## config.mk

```make
export PLATFORM = sky130hd
export DESIGN_NAME = id_stage
export DESIGN_NICKNAME = d
export VERILOG_FILES = /design/src/rtl/qisp_isa_pkg.sv /design/src/rtl/reg_queue_ptr.sv /design/src/rtl/id_stage.sv
export SDC_FILE = /design/constraint.sdc
export NUM_CORES = 1
export LEC_CHECK = 0
export CAP_MARGIN = 20
export CELL_PAD_IN_SITES_DETAIL_PLACEMENT = 1
export CELL_PAD_IN_SITES_GLOBAL_PLACEMENT = 2
export CORE_MARGIN = 5
export CORE_UTILIZATION = 25
export CTS_CLUSTER_DIAMETER = 100
export DETAILED_ROUTE_END_ITERATION = 6
export PLACE_DENSITY = 0.88
export SYNTH_ARGS = -nofsm -noshare
export SYNTH_HDL_FRONTEND = slang
export SYNTH_SLANG_ARGS = --single-unit
```

## constraint.sdc

```tcl
create_clock -name clk -period 3.46 [get_ports clk]
set_input_delay 0.346 -clock clk [delete_from_list [all_inputs] [get_ports clk]]
set_output_delay 0.346 -clock clk [all_outputs]
set_load 0.005 [all_outputs]
```

## src/rtl/qisp_isa_pkg.sv

```systemverilog
// qisp ISA definitions shared by the decode stage.
// Contents: instruction field positions, OP codes, the FRONT register alias,
// the STOP word, and a helper that splits a 16-bit word into its raw fields.
package qisp_isa_pkg;

  localparam int INSTR_W = 16;

  localparam int I_BIT   = 15;
  localparam int OP_MSB  = 14;
  localparam int OP_LSB  = 12;
  localparam int RA_MSB  = 11;
  localparam int RA_LSB  = 8;
  localparam int RB_MSB  = 7;
  localparam int RB_LSB  = 4;
  localparam int RD_MSB  = 3;
  localparam int RD_LSB  = 0;
  localparam int IMM_MSB = 7;
  localparam int IMM_LSB = 0;

  localparam logic [2:0] OP_ADD = 3'b000;
  localparam logic [2:0] OP_SUB = 3'b001;
  localparam logic [2:0] OP_AND = 3'b010;
  localparam logic [2:0] OP_OR  = 3'b011;
  localparam logic [2:0] OP_XOR = 3'b100;
  localparam logic [2:0] OP_SHL = 3'b101;
  localparam logic [2:0] OP_SHR = 3'b110;
  localparam logic [2:0] OP_MEM = 3'b111;

  localparam logic [3:0]         REG_FRONT = 4'hF;
  localparam logic [INSTR_W-1:0] STOP_WORD = 16'h0000;

  typedef struct packed {
    logic       i;
    logic [2:0] op;
    logic [3:0] ra;
    logic [3:0] rb;
    logic [3:0] rd;
    logic [7:0] imm8;
  } instr_fields_t;

  // rb/rd and imm8 overlap in the encoding; the caller picks based on i.
  function automatic instr_fields_t split_instr(input logic [INSTR_W-1:0] w);
    instr_fields_t f;
    f.i    = w[I_BIT];
    f.op   = w[OP_MSB:OP_LSB];
    f.ra   = w[RA_MSB:RA_LSB];
    f.rb   = w[RB_MSB:RB_LSB];
    f.rd   = w[RD_MSB:RD_LSB];
    f.imm8 = w[IMM_MSB:IMM_LSB];
    return f;
  endfunction

endpackage

```

## src/rtl/reg_queue_ptr.sv

```systemverilog
// Head/tail/occupancy tracking for the register queue window.
// Ports:
//   clk, rst      clock, synchronous active-high reset
//   clear         empty the queue (pointers and count to 0)
//   push, pop     advance tail / head; both together keep count unchanged
//   head, tail    window-relative pointers, wrap modulo DEPTH
//   count         occupancy 0..DEPTH
//   full, empty   count == DEPTH / count == 0
module reg_queue_ptr #(
  parameter int DEPTH = 8
) (
  input  logic                     clk,
  input  logic                     rst,
  input  logic                     clear,
  input  logic                     push,
  input  logic                     pop,
  output logic [$clog2(DEPTH)-1:0] head,
  output logic [$clog2(DEPTH)-1:0] tail,
  output logic [$clog2(DEPTH):0]   count,
  output logic                     full,
  output logic                     empty
);

  localparam int CNT_W = $clog2(DEPTH) + 1;

  always_ff @(posedge clk) begin
    if (rst || clear) begin
      head  <= '0;
      tail  <= '0;
      count <= '0;
    end else begin
      // DEPTH is a power of two, so natural pointer overflow is the wrap.
      if (push) tail <= tail + 1'b1;
      if (pop)  head <= head + 1'b1;
      if (push && !pop)      count <= count + 1'b1;
      else if (pop && !push) count <= count - 1'b1;
    end
  end

  assign full  = (count == CNT_W'(DEPTH));
  assign empty = (count == '0);

endmodule

```

## src/rtl/id_stage.sv

```systemverilog
// Registered instruction-decode stage for the qisp core (fetch -> decode -> execute).
// Ports:
//   clk, rst                 clock, synchronous active-high reset
//   flush                    drop pending output, empty the register queue
//   in_valid/in_ready/in_instr   fetch handshake and instruction word
//   out_valid/out_ready      execute handshake
//   out_is_stop .. out_imm   registered decoded fields (FRONT already resolved)
//   halted                   sticky once STOP is decoded, cleared only by rst
//   q_count                  register queue occupancy
module id_stage
  import qisp_isa_pkg::*;
#(
  parameter int DATA_W      = 16,
  parameter int QUEUE_BASE  = 8,
  parameter int QUEUE_DEPTH = 8
) (
  input  logic                           clk,
  input  logic                           rst,
  input  logic                           flush,
  input  logic                           in_valid,
  output logic                           in_ready,
  input  logic [15:0]                    in_instr,
  output logic                           out_valid,
  input  logic                           out_ready,
  output logic                           out_is_stop,
  output logic                           out_op_type,
  output logic [2:0]                     out_sel_alu,
  output logic [3:0]                     out_ra,
  output logic                           out_sel_b,
  output logic [3:0]                     out_rb,
  output logic [3:0]                     out_rd,
  output logic [DATA_W-1:0]              out_imm,
  output logic                           halted,
  output logic [$clog2(QUEUE_DEPTH):0]   q_count
);

  localparam int PTR_W = $clog2(QUEUE_DEPTH);

  instr_fields_t      f;
  logic               is_stop;
  logic               pop;
  logic               push;
  logic               q_stall;
  logic               accept;
  logic               q_full;
  logic               q_empty;
  logic [PTR_W-1:0]   head;
  logic [PTR_W-1:0]   tail;

  logic               nxt_op_type;
  logic [3:0]         nxt_rb;
  logic [3:0]         nxt_rd;
  logic [DATA_W-1:0]  nxt_imm;

  reg_queue_ptr #(
    .DEPTH (QUEUE_DEPTH)
  ) u_queue (
    .clk   (clk),
    .rst   (rst),
    .clear (flush),
    .push  (accept && push),
    .pop   (accept && pop),
    .head  (head),
    .tail  (tail),
    .count (q_count),
    .full  (q_full),
    .empty (q_empty)
  );

  always_comb begin
    f       = split_instr(in_instr);
    is_stop = (in_instr == STOP_WORD);
    pop     = !f.i && (f.rb == REG_FRONT);
    push    = f.i || (f.rd == REG_FRONT);
    // A simultaneous pop frees the slot the push needs, so full only stalls a lone push.
    q_stall = (pop && q_empty) || (push && !pop && q_full);
  end

  // Combinational on in_instr by design: a stalling word is refused in the same cycle.
  assign in_ready = !rst && !flush && !halted && (!out_valid || out_ready)
                    && !(in_valid && q_stall);
  assign accept   = in_valid && in_ready;

  always_comb begin
    nxt_op_type = (f.op == OP_MEM);
    nxt_rb      = '0;
    nxt_rd      = f.rd;
    nxt_imm     = '0;
    if (f.i) begin
      nxt_imm = DATA_W'(f.imm8);
    end else begin
      nxt_rb = pop ? 4'(QUEUE_BASE) + 4'(head) : f.rb;
    end
    if (push) nxt_rd = 4'(QUEUE_BASE) + 4'(tail);
  end

  always_ff @(posedge clk) begin
    if (rst) begin
      out_valid   <= 1'b0;
      out_is_stop <= 1'b0;
      out_op_type <= 1'b0;
      out_sel_alu <= '0;
      out_ra      <= '0;
      out_sel_b   <= 1'b0;
      out_rb      <= '0;
      out_rd      <= '0;
      out_imm     <= '0;
      halted      <= 1'b0;
    end else if (flush) begin
      out_valid <= 1'b0;
    end else if (accept) begin
      out_valid <= 1'b1;
      if (is_stop) begin
        out_is_stop <= 1'b1;
        out_op_type <= 1'b0;
        out_sel_alu <= '0;
        out_ra      <= '0;
        out_sel_b   <= 1'b0;
        out_rb      <= '0;
        out_rd      <= '0;
        out_imm     <= '0;
        halted      <= 1'b1;
      end else begin
        out_is_stop <= 1'b0;
        out_op_type <= nxt_op_type;
        out_sel_alu <= f.op;
        out_ra      <= f.ra;
        out_sel_b   <= f.i;
        out_rb      <= nxt_rb;
        out_rd      <= nxt_rd;
        out_imm     <= nxt_imm;
      end
    end else if (out_ready) begin
      out_valid <= 1'b0;
    end
  end

endmodule

```

==> out/summary.txt <==
Final nets: 299
H-tree Lvls: 2
Sw Share: 25.7%
Max VDD drop: 0.133 mV
drt total wl: 6.02 mm
Worst EP arrival: 3.31 ns
global-route wire length before repair: 9.29 mm
clock slew at reported path FFs: 0.08 ns
slew margin rel.: 51.0%
CP Data Required Time: 3.69 ns
Critical Path Source: in_instr[5]
Reg power frac: 50.1%
fin crit period: 3.08 ns
core area: 7180 sq um
PD cells: 351 nW/um^2
Post-synth EDFFs: 0
total CTS buffers: 5
placed cell areas: 2480 sq um
CTS tree: built
CTS root buf: clkbuf_8
cts hold-fix bufs: 0
Synth Cell Area: 1830 sq um
Sink Count: 38
Worst setup EP type: flop
max-slew violations: 0
reg2reg end: u_queue.count[3]$_SDFFE_PP0P_
leakage: 0.946 nW
Via Count: 1809
CTS resizes: 0
RSZ-0062 raised after global routing: false
maximum clock insertion buffer count: 2
most common cell after layout, fill and taps aside: clkdlybuf4s50_1
Tcrit/Tclk final: 89.1%
Top Ports: 62
layout cells sized above 1: 8.06%
clock latency on the worst-skew pair: 0.29 ns
cell-internal power: 0.672 mW
r2r setup slk: 0.62 ns
GRT Overall Usage: 13.2%
number of buffers added for setup after CTS: 0
switching pwr: 0.233 mW
largest net degree at the start of global routing: 25
antenna diode count: 0
die area: 9130 sq um
die span in y: 95.6 microns
Combinational Power Share: 14.8%
Synth-to-Final Area Change: 40.7%
WHS: 0.466 ns
Routed wire per std cell: 16.2 microns
Post-synth top flop: dfxtp_1
Starting Density: 25.5%
Fmax: 0.324 GHz
first-pass iteration count of the detailed router: 4
flops & latches, synth: 38
Post-DP HPWL: 4.52 mm
outcome: finished, final reports clean
Setup Viol. Count Final: 0
row cnt: 31
Max-Cap Viols: 0
YS warnings: 0
via/cell ratio: 4.86
Cells after Synth: 216
sequential area share after synthesis: 41.6%
ys async rst share: 0%
slew of the pin with the lowest slew margin: 0.734 ns
Port Buf Inserts: 53
RePlAce Congestion: 0.786
clock power share: 35.1%
grt ovf: 0
crit path to: u_queue.count[3]$_SDFFE_PP0P_
width of the die: 95.6 microns
critical path launch point type: input port
critical path peak fanout: 7
initial antenna violation count: 0
Synth cell types: 41
initial DRC count: 58
Hold Vio Cnt, Final: 0
Design Area, Final: 2570 sq um
Syn Area/Cell: 8.47 sq um
final setup TNS: 0 ns
Final Skew: 0.00516 ns
critical path class: input port to flop
vias in the first global route: 1825
Post-route DRC: 0
worst hold path type: flop to flop
final antenna-violating net count: 0
reg2reg start: u_queue.count[3]$_SDFFE_PP0P_
worst reg2reg path depth: 12
commonest cells after routing, fill and taps aside: clkdlybuf4s50_1 (53), dfxtp_1 (38), a21oi_1 (24)
through the flow:
| stage | std cells | power (mW) | setup slack, ns | utilization, % |
|---|---|---|---|---|
| 2_1_floorplan | 223 | 0.527 | 0.607 | - |
| 3_3_place_gp | 364 | 0.595 | 0.182 | 34.6 |
| 3_5_place_dp | 364 | 0.598 | 0.0847 | 34.6 |
| 4_1_cts | 372 | 0.917 | 0.381 | 35.9 |
| 5_1_grt | 372 | 0.943 | 0.102 | 35.9 |
| 6_report | 372 | 0.905 | 0.378 | 35.9 |
routing by layer:
layer | share of wire [%] | GRT usage (%) | wire length (microns) | vias to the layer above
li1 | - | - | - | 881
met1 | 44 | 16.3 | 2670 | 868
met2 | 47 | 21.3 | 2850 | 46
met3 | 5.9 | 2.84 | 353 | 14
met4 | 2.5 | 7.11 | 150 | 0
met5 | 0 | 0 | 0 | -
flip-flops by register name (all words and copies together) (netlist names), 3 cells and up:
name	count
out_rb	4
out_ra	4
out_imm	8
u_queue.head	3
out_sel_alu	3
u_queue.tail	3
u_queue.count	4
out_rd	4
worst min path at each step:
stage | from | endpoint | slack, ns | depth (start not counted)
6_report | out_rb[1]$_SDFFE_PP0P_ | out_rb[1]$_SDFFE_PP0P_ | 0.47 | 2
5_1_grt | out_rb[1]$_SDFFE_PP0P_ | out_rb[1]$_SDFFE_PP0P_ | 0.49 | 2
4_1_cts | out_rb[1]$_SDFFE_PP0P_ | out_rb[1]$_SDFFE_PP0P_ | 0.47 | 2
3_5_place_dp | out_rb[1]$_SDFFE_PP0P_ | out_rb[1]$_SDFFE_PP0P_ | 0.46 | 2
3_3_place_gp | out_rb[2]$_SDFFE_PP0P_ | out_rb[2]$_SDFFE_PP0P_ | 0.45 | 2
2_1_floorplan | u_queue.tail[2]$_SDFFE_PP0P_ | u_queue.tail[2]$_SDFFE_PP0P_ | 0.43 | 1
layout make-up:
type | instances | area, sq um
inverter | 6 | 22.5
clock buffer | 7 | 86.3
multi-input combinational | 157 | 963
clock inverter | 1 | 5.00
sequential | 38 | 761
timing repair buffer | 64 | 613
tap | 99 | 124
fill | 859 | 4600
power groups by stage:
stage | Clock (mW) | Combinational (mW) | Sequential [mW]
final | 0.318 | 0.134 | 0.454
after global routing | 0.343 | 0.145 | 0.455
after CTS | 0.329 | 0.134 | 0.454
after detailed placement | 0 | 0.133 | 0.464
after global placement | 0 | 0.131 | 0.464
after floorplan | 0 | 0.0636 | 0.464
kinds of logic (layout without fill, tap and decap cells):
logic type,Yosys count,in the layout,share of synthesized area [%]
simple gates,68,68,20.0
compound gates,62,62,19.3
flops,38,38,41.6
buf+inv,28,78,7.52
mux,10,10,5.47
fa+ha+maj,6,6,4.51
xor+xnor,3,3,1.44
other cells,1,8,0.205
worst max-delay path, stage by stage:
cell and delay (ns):
clkdlybuf4s50_1 0.63, nand3_1 0.12, o211ai_1 0.25, o21ai_1 0.15
nor3_2 0.27, ha_1 0.26, inv_1 0.10, ha_1 0.29
a21o_1 0.18, a21oi_1 0.17, xnor2_1 0.09, or3_1 0.31
a21oi_1 0.15
synth_stat cells, drive strengths merged (3+ instances only):
| cell | n | area (sq um) |
|---|---|---|
| nor3 | 3 | 20.0 |
| o311ai | 3 | 26.3 |
| nand2 | 12 | 45.0 |
| clkbuf | 12 | 45.0 |
| a21o | 3 | 22.5 |
| nor2 | 10 | 37.5 |
| or2 | 3 | 18.8 |
| mux2i | 10 | 100 |
| dfxtp | 38 | 761 |
| inv | 5 | 18.8 |
| a21oi | 24 | 120 |
| ha | 5 | 62.6 |
| o22ai | 3 | 18.8 |
| or3 | 3 | 18.8 |
| nor4 | 6 | 37.5 |
| nand3 | 11 | 55.1 |
| o21ai | 22 | 110 |
| nand4 | 11 | 68.8 |
| buf | 10 | 70.1 |
Note: power is estimated with default switching activity, not from simulation.
